$ cat config.mk
export PLATFORM = sky130hd
export DESIGN_NAME = frame_scheduler
export DESIGN_NICKNAME = d
export VERILOG_FILES = /design/src/rtl/eq_sched_pkg.sv /design/src/rtl/bank_state_tracker.sv /design/src/rtl/frame_scheduler.sv
export SDC_FILE = /design/constraint.sdc
export NUM_CORES = 1
export LEC_CHECK = 0
export BUFFER_PORTS_ARGS = -buffer_cell sky130_fd_sc_hd__clkbuf_2
export CORE_AREA = 2 2 123 89
export CTS_BUF_LIST = sky130_fd_sc_hd__clkbuf_4 sky130_fd_sc_hd__clkbuf_8
export DETAILED_ROUTE_END_ITERATION = 8
export DIE_AREA = 0 0 125 91
export MAX_ROUTING_LAYER = met4
export PLACE_DENSITY_LB_ADDON = 0.05
export SLEW_MARGIN = 20
export SYNTH_ARGS = -nofsm -noshare
export SYNTH_HDL_FRONTEND = slang
export SYNTH_SLANG_ARGS = --single-unit
$ cat constraint.sdc
create_clock -name i_clock -period 2.1 [get_ports i_clock]
set_clock_uncertainty 0.05 [all_clocks]
set_input_delay 0.21 -clock i_clock [delete_from_list [all_inputs] [get_ports i_clock]]
set_output_delay 0.21 -clock i_clock [all_outputs]
set_load 0.05 [all_outputs]
$ cat src/rtl/eq_sched_pkg.sv
// Shared types and helpers for the histogram-equalization frame scheduler.
package eq_sched_pkg;

   localparam int CNT_W_DEF = 20;

   typedef enum logic [2:0] {
      BANK_FREE     = 3'd0,
      BANK_HIST     = 3'd1,
      BANK_HIST_RDY = 3'd2,
      BANK_CDF      = 3'd3,
      BANK_CDF_RDY  = 3'd4,
      BANK_OUT      = 3'd5
   } bank_state_t;

   // A zero result (uniform frame) and an underflow both saturate to 1.
   function automatic logic [31:0] sat_divisor(input logic [31:0] num, input logic [31:0] min_v);
      logic [31:0] res;
      if (min_v >= num) res = 32'd1;
      else              res = num - min_v;
      return res;
   endfunction

endpackage

$ cat src/rtl/bank_state_tracker.sv
// Lifecycle state and captured CDF minimum of one scratchpad bank.
// Advances one step per edge on the matching one-hot stage event; no backpressure.
module bank_state_tracker
   import eq_sched_pkg::*;
#(
   parameter int CNT_W = CNT_W_DEF
)(
   input  logic             i_clock,
   input  logic             i_reset,
   input  logic             i_in_start,
   input  logic             i_in_done,
   input  logic             i_cdf_start,
   input  logic             i_cdf_done,
   input  logic             i_out_start,
   input  logic             i_out_done,
   input  logic             i_min_wr,
   input  logic [CNT_W-1:0] i_min_dat,
   output logic [2:0]       o_state,
   output logic [CNT_W-1:0] o_min
);

   bank_state_t      r_state;
   bank_state_t      w_state_nxt;
   logic [CNT_W-1:0] r_min;

   always_comb begin
      w_state_nxt = r_state;
      case (r_state)
         BANK_FREE:     if (i_in_start)  w_state_nxt = BANK_HIST;
         BANK_HIST:     if (i_in_done)   w_state_nxt = BANK_HIST_RDY;
         BANK_HIST_RDY: if (i_cdf_start) w_state_nxt = BANK_CDF;
         BANK_CDF:      if (i_cdf_done)  w_state_nxt = BANK_CDF_RDY;
         BANK_CDF_RDY:  if (i_out_start) w_state_nxt = BANK_OUT;
         BANK_OUT:      if (i_out_done)  w_state_nxt = BANK_FREE;
         default:                        w_state_nxt = BANK_FREE;
      endcase
   end

   always_ff @(posedge i_clock) begin
      if (i_reset) begin
         r_state <= BANK_FREE;
         r_min   <= '0;
      end else begin
         r_state <= w_state_nxt;
         if (i_min_wr) r_min <= i_min_dat;
      end
   end

   assign o_state = r_state;
   assign o_min   = r_min;

endmodule

$ cat src/rtl/frame_scheduler.sv
// Sequences hist/CDF/remap stages over two ping-pong banks and derives the remap divisor.
// Launches follow their trigger by 2 cycles; no backpressure, a start while one is pending is dropped.
module frame_scheduler
   import eq_sched_pkg::*;
#(
   parameter int NUM_PIXELS = 76800,
   parameter int CNT_W      = CNT_W_DEF
)(
   input  logic             i_clock,
   input  logic             i_reset,
   input  logic             i_start,
   output logic             o_start_drop,
   output logic             o_input_start,
   output logic             o_input_base_offset,
   input  logic             i_input_done,
   output logic             o_cdf_start,
   output logic             o_cdf_base_offset,
   input  logic             i_cdf_valid,
   input  logic [CNT_W-1:0] i_cdf_min,
   input  logic             i_cdf_done,
   output logic             o_output_start,
   output logic             o_output_base_offset,
   output logic [CNT_W-1:0] o_cdf_min_out,
   output logic [CNT_W-1:0] o_divisor,
   input  logic             i_output_done,
   output logic             o_frame_done,
   output logic             o_busy,
   output logic             o_protocol_err
);

   localparam logic [CNT_W-1:0] NUM_PIX_C = CNT_W'(NUM_PIXELS);

   logic             r_pending, r_in_ptr, r_cdf_ptr, r_out_ptr, r_min_seen;
   logic             r_start_drop, r_input_start, r_input_off, r_cdf_start, r_cdf_off;
   logic             r_output_start, r_output_off, r_frame_done, r_protocol_err;
   logic [CNT_W-1:0] r_cdf_min_out, r_divisor;

   logic [2:0]       w_bank_state [2];
   logic [CNT_W-1:0] w_bank_min   [2];

   logic w_in_busy, w_cdf_busy, w_out_busy;
   logic w_in_launch, w_cdf_launch, w_out_launch;
   logic w_in_done_ok, w_cdf_done_ok, w_out_done_ok;
   logic w_min_cap, w_min_miss, w_underflow, w_err;
   logic [CNT_W-1:0] w_launch_min, w_launch_div;

   // A stage is busy exactly while the bank its pointer selects sits in that stage's active state.
   assign w_in_busy    = (w_bank_state[r_in_ptr]  == BANK_HIST);
   assign w_cdf_busy   = (w_bank_state[r_cdf_ptr] == BANK_CDF);
   assign w_out_busy   = (w_bank_state[r_out_ptr] == BANK_OUT);

   assign w_in_launch  = r_pending && !w_in_busy && (w_bank_state[r_in_ptr] == BANK_FREE);
   assign w_cdf_launch = !w_cdf_busy && (w_bank_state[r_cdf_ptr] == BANK_HIST_RDY);
   assign w_out_launch = !w_out_busy && (w_bank_state[r_out_ptr] == BANK_CDF_RDY);

   assign w_in_done_ok  = i_input_done  && w_in_busy;
   assign w_cdf_done_ok = i_cdf_done    && w_cdf_busy;
   assign w_out_done_ok = i_output_done && w_out_busy;

   assign w_min_cap    = i_cdf_valid && w_cdf_busy && !r_min_seen;
   assign w_min_miss   = w_cdf_done_ok && !r_min_seen && !i_cdf_valid;
   assign w_launch_min = w_bank_min[r_out_ptr];
   assign w_launch_div = CNT_W'(sat_divisor(32'(NUM_PIX_C), 32'(w_launch_min)));
   assign w_underflow  = w_out_launch && (w_launch_min > NUM_PIX_C);

   assign w_err = (i_input_done  && !w_in_busy)  ||
                  (i_cdf_valid   && !w_cdf_busy) ||
                  (i_cdf_done    && !w_cdf_busy) ||
                  (i_output_done && !w_out_busy) ||
                  w_min_miss || w_underflow;

   for (genvar g = 0; g < 2; g++) begin : g_bank
      localparam logic BANK_ID = 1'(g);
      bank_state_tracker #(.CNT_W(CNT_W)) u_bank (
         .i_clock     (i_clock),
         .i_reset     (i_reset),
         .i_in_start  (w_in_launch   && (r_in_ptr  == BANK_ID)),
         .i_in_done   (w_in_done_ok  && (r_in_ptr  == BANK_ID)),
         .i_cdf_start (w_cdf_launch  && (r_cdf_ptr == BANK_ID)),
         .i_cdf_done  (w_cdf_done_ok && (r_cdf_ptr == BANK_ID)),
         .i_out_start (w_out_launch  && (r_out_ptr == BANK_ID)),
         .i_out_done  (w_out_done_ok && (r_out_ptr == BANK_ID)),
         .i_min_wr    ((w_min_cap || w_min_miss) && (r_cdf_ptr == BANK_ID)),
         .i_min_dat   (w_min_cap ? i_cdf_min : '0),
         .o_state     (w_bank_state[g]),
         .o_min       (w_bank_min[g])
      );
   end

   always_ff @(posedge i_clock) begin
      if (i_reset) begin
         r_pending      <= 1'b0;
         r_in_ptr       <= 1'b0;
         r_cdf_ptr      <= 1'b0;
         r_out_ptr      <= 1'b0;
         r_min_seen     <= 1'b0;
         r_start_drop   <= 1'b0;
         r_input_start  <= 1'b0;
         r_input_off    <= 1'b0;
         r_cdf_start    <= 1'b0;
         r_cdf_off      <= 1'b0;
         r_output_start <= 1'b0;
         r_output_off   <= 1'b0;
         r_cdf_min_out  <= '0;
         r_divisor      <= '0;
         r_frame_done   <= 1'b0;
         r_protocol_err <= 1'b0;
      end else begin
         // A start colliding with an already-set pending is lost even if that request launches now.
         r_pending    <= w_in_launch ? 1'b0 : (r_pending | i_start);
         r_start_drop <= i_start && r_pending;

         r_input_start <= w_in_launch;
         if (w_in_launch)  r_input_off <= r_in_ptr;
         if (w_in_done_ok) r_in_ptr    <= ~r_in_ptr;

         r_cdf_start <= w_cdf_launch;
         if (w_cdf_launch)       r_min_seen <= 1'b0;
         else if (w_min_cap)     r_min_seen <= 1'b1;
         if (w_cdf_launch)  r_cdf_off <= r_cdf_ptr;
         if (w_cdf_done_ok) r_cdf_ptr <= ~r_cdf_ptr;

         r_output_start <= w_out_launch;
         if (w_out_launch) begin
            r_output_off  <= r_out_ptr;
            r_cdf_min_out <= w_launch_min;
            r_divisor     <= w_launch_div;
         end
         if (w_out_done_ok) r_out_ptr <= ~r_out_ptr;
         r_frame_done <= w_out_done_ok;

         if (w_err) r_protocol_err <= 1'b1;
      end
   end

   assign o_start_drop         = r_start_drop;
   assign o_input_start        = r_input_start;
   assign o_input_base_offset  = r_input_off;
   assign o_cdf_start          = r_cdf_start;
   assign o_cdf_base_offset    = r_cdf_off;
   assign o_output_start       = r_output_start;
   assign o_output_base_offset = r_output_off;
   assign o_cdf_min_out        = r_cdf_min_out;
   assign o_divisor            = r_divisor;
   assign o_frame_done         = r_frame_done;
   assign o_protocol_err       = r_protocol_err;
   assign o_busy = r_pending || (w_bank_state[0] != BANK_FREE) || (w_bank_state[1] != BANK_FREE);

endmodule
==> impl_metrics.csv <==
group,metric,value,unit
power,max-vdd-ir-drop,443,µV
synth,synth-compound-area-share,24.5,%
placed_design,io_buffers,76,
placed_design,dp_cells,714,
final_layout,multiInputGateArea,2410,µm²
grt,antenna_found_initial,0,
critical_path,critical_path.cell_chain,"buf_4 -> nor4_1 -> a21oi_1 -> or3_1 -> a2111oi_1 -> a211o_1",
grt,grt_max_degree,30,
timing,fin_crit,2060,ps
floorplanning,core,10200,µm²
critical_path,endpoint_kind,"flip-flop",
synth,ys_ff_latch,100,
placed_design,hpwl,9950,µm
synth,yosys_warnings,0,
synth,synth.cell_area,4520,µm²
timing,fin_setup_tns,0,ps
synth,synth-simple-area-share,18.8,%
job,drv_cap,0,
clock_network,cts.sinks,100,
final_layout,seq_area,2010,µm²
synth,seq_area_frac_synth,44.3,%
critical_path,slowest_delay,670,ps
timing,drv_slew,0,
hold_path,min_path_type,"in2reg",
synth,synth_xor_area_share,1.55,%
grt,grt_usage,22.8,%
grt,overflow,0,
timing,period_share,98.2,%
synth,synth-main-ff-cell,"dfxtp_1",
critical_path,cp.arrival,2280,ps
critical_path,criticalPathCategory,"reg2reg",
critical_path,slowest_stage,"a21oi_1",
power,switchingPower,1.00,mW
timing,worst_hold_slack,31.7,ps
grt,grt_pass1_wl,19800,µm
final_layout,diodes,0,
synth,yosysUniqueCellTypes,70,
placed_design,routabilityCongestion,0.951,
clock_network,clkTransAtPathRegs,90,ps
clock_network,cts-root-buf,"clkbuf_8",
clock_network,cts_tree,"yes",
final_layout,utilization,55.5,%
timing,setup_viol,0,
power,internal-power,2.78,mW
final_layout,n_fill_cell,956,
floorplanning,num_rows,31,
floorplanning,fp.dieH,91,µm
timing,worst_pin_slew,865,ps
timing,fmax,485,MHz
routing,routed_via_density,5.56,
synth,async_flop_share,0,%
clock_network,cts_buffers,9,
grt,grt_util_met3,6.42,%
floorplanning,boundaryPins,77,
power,swShare,26.5,%
clock_network,clock_path_buffers,2,
synth,postSynthAreaPerCell,9.23,µm²
critical_path,startpoint_type,"flip-flop",
clock_network,worstSkewPairLatency,360,ps
routing,vias,4064,
timing,hold_violations,0,
power,p_total,3.79,mW
grt,grt_pass1_vias,3615,
run_status,status,"completed",
floorplanning,die_x,125,µm
final_layout,area_growth,24.8,%
critical_path,required,2310,ps
power,pwr-share-clk,35.8,%
synth,muxShareOfSynthArea,5.95,%
routing,drc_errors,0,
synth,synth_fa_ha_area_share,0.277,%
routing,avgRoutedWirePerCell,17.5,µm
floorplanning,design.die.area,11400,µm²
power,p_comb_share,12.5,%
final_layout,num-nets-final,622,
critical_path,critPathMaxFanout,10,
synth,synth_top_family_by_area,"compound AO/OA/AOI/OAI gates",
routing,ant_nets,0,
power,p_seq_share,51.6,%
synth,synth_edf_count,0,
power,power_leakage,2.25,nW
final_layout,final_cell_count_no_fill,731,
floorplanning,initial_core_util,44.5,%
routing,drt_iter0_markers,323,
routing,firstDrtPassIters,5,
timing,grt_setup_unrepaired,"yes",
final_layout,drive_gt1_share,29.9,%
synth,syn_inst,490,
synth,syn_nets,518,
grt,top_usage_layer,"met1",
timing,slew_headroom,42.4,%
power,powerDensity,671,nW/µm²
grt,use_met1,37.6,%
grt,met2_usage,25.8,%
clock_network,htreeDepth,3,
routing,wirelength,12800,µm
critical path: cells and delay by family, from the launching register on:
family / cells / cell delay [ps]
flip-flops: 1 / 450
buffers and inverters: 1 / 180
AO/OA/AOI/OAI: 3 / 1000
AND/OR/NAND/NOR: 2 / 270
path summary, 6_finish.rpt:
check,to,slack (ps),start,cells past startpoint
setup reg to reg,o_divisor[15],40,r_out_ptr,6
setup / recovery,o_divisor[15],40,r_out_ptr,6
hold / removal,g_bank[1].u_bank.o_min[12],30,i_cdf_min[12],3
hold reg to reg,o_divisor[13],400,o_divisor[13],2
cells in the final DEF, fill, tap and decap left out, drive strengths merged, types with 11 or more instances in the layout:
cell / Yosys / routed
mux2i: 22 / 22
o2bb2ai: 19 / 19
nand2: 49 / 49
nor2: 43 / 43
a211oi: 22 / 22
clkbuf: 19 / 86
a32o: 21 / 21
nor3: 13 / 13
buf: 16 / 52
a21oi: 28 / 28
nand3: 11 / 11
dfxtp: 100 / 100
inv: 12 / 13
o21ai: 16 / 16
power groups by stage:
stage | clock (mW) | sequential (mW) | combinational [mW]
after detailed placement | 0 | 2.00 | 0.459
after floorplan | 0 | 2.04 | 0.256
after CTS | 1.40 | 1.95 | 0.463
after global placement | 0 | 2.00 | 0.460
after global routing | 1.46 | 1.96 | 0.514
final | 1.36 | 1.95 | 0.474
cell usage after synthesis (all sizes together), types with 3 or more instances:
cell | n | share of area (%)
nand3b | 4 | 0.66
buf | 16 | 2.1
nor3 | 13 | 1.5
nand3 | 11 | 1.2
mux2 | 4 | 1.0
nor3b | 7 | 1.3
and3 | 7 | 0.97
mux2i | 22 | 5.0
or2 | 4 | 0.55
inv | 12 | 1.0
nand2 | 49 | 4.1
o22ai | 3 | 0.42
nor4 | 5 | 0.83
and2 | 3 | 0.42
a31oi | 6 | 0.83
o2bb2ai | 19 | 3.7
clkbuf | 19 | 1.6
dfxtp | 100 | 44
a21boi | 3 | 0.50
a32o | 21 | 4.6
xnor2 | 7 | 1.4
o211a | 3 | 0.66
nand2b | 5 | 0.69
a21oi | 28 | 3.1
a211oi | 22 | 3.8
nor2 | 43 | 3.6
o211ai | 3 | 0.61
or3 | 3 | 0.42
o21ai | 16 | 1.8
per-stage QoR:
| step | instance area, µm² | setup slack, ps |
|---|---|---|
| after global routing | 5640 | -60.8 |
| after detailed placement | 5330 | -86.2 |
| after floorplan | 4540 | 8.39 |
| final | 5640 | 38.2 |
| after global placement | 5330 | 32.0 |
| after CTS | 5580 | 3.78 |
routing by layer:
layer  up-vias  wire length [µm]
met3        10              1080
met5         -                 0
met1      1885              7100
met4         0               110
li1       2024                 -
met2       145              4470
final cells by class:
type	instances	share of cell area, %
inverters	12	0.798
well taps	132	2.93
flip-flops and latches	100	35.5
clock buffers	10	2.33
repair buffers	128	14.2
multi-input cells	343	42.7
clock inverters	6	1.55
kinds of logic after synthesis:
kind of cell	after synthesis
AND/OR/NAND/NOR	165
AO/OA/AOI/OAI	143
flip-flops	100
buffers and inverters	47
multiplexers	26
XOR/XNOR	8
adder cells (fa/ha/maj)	1
flip-flops by register name, summed over array words and instances, names as in the netlist:
register,flops
r_in_ptr,1
o_protocol_err,1
g_bank.u_bank.o_state,6
g_bank.u_bank.o_min,40
o_cdf_min_out,20
r_cdf_ptr,1
o_output_base_offset,1
r_pending,1
o_cdf_start,1
o_input_start,1
r_min_seen,1
o_input_base_offset,1
o_output_start,1
o_frame_done,1
r_out_ptr,1
o_divisor,20
o_cdf_base_offset,1
o_start_drop,1
repair_timing:
action,in CTS,in global routing
resized for setup,4,16
setup endpoints to repair,10,32
hold buffers,0,0
buffers inserted,1,0
pin swaps,0,3
(Power assumes the default switching activity.)
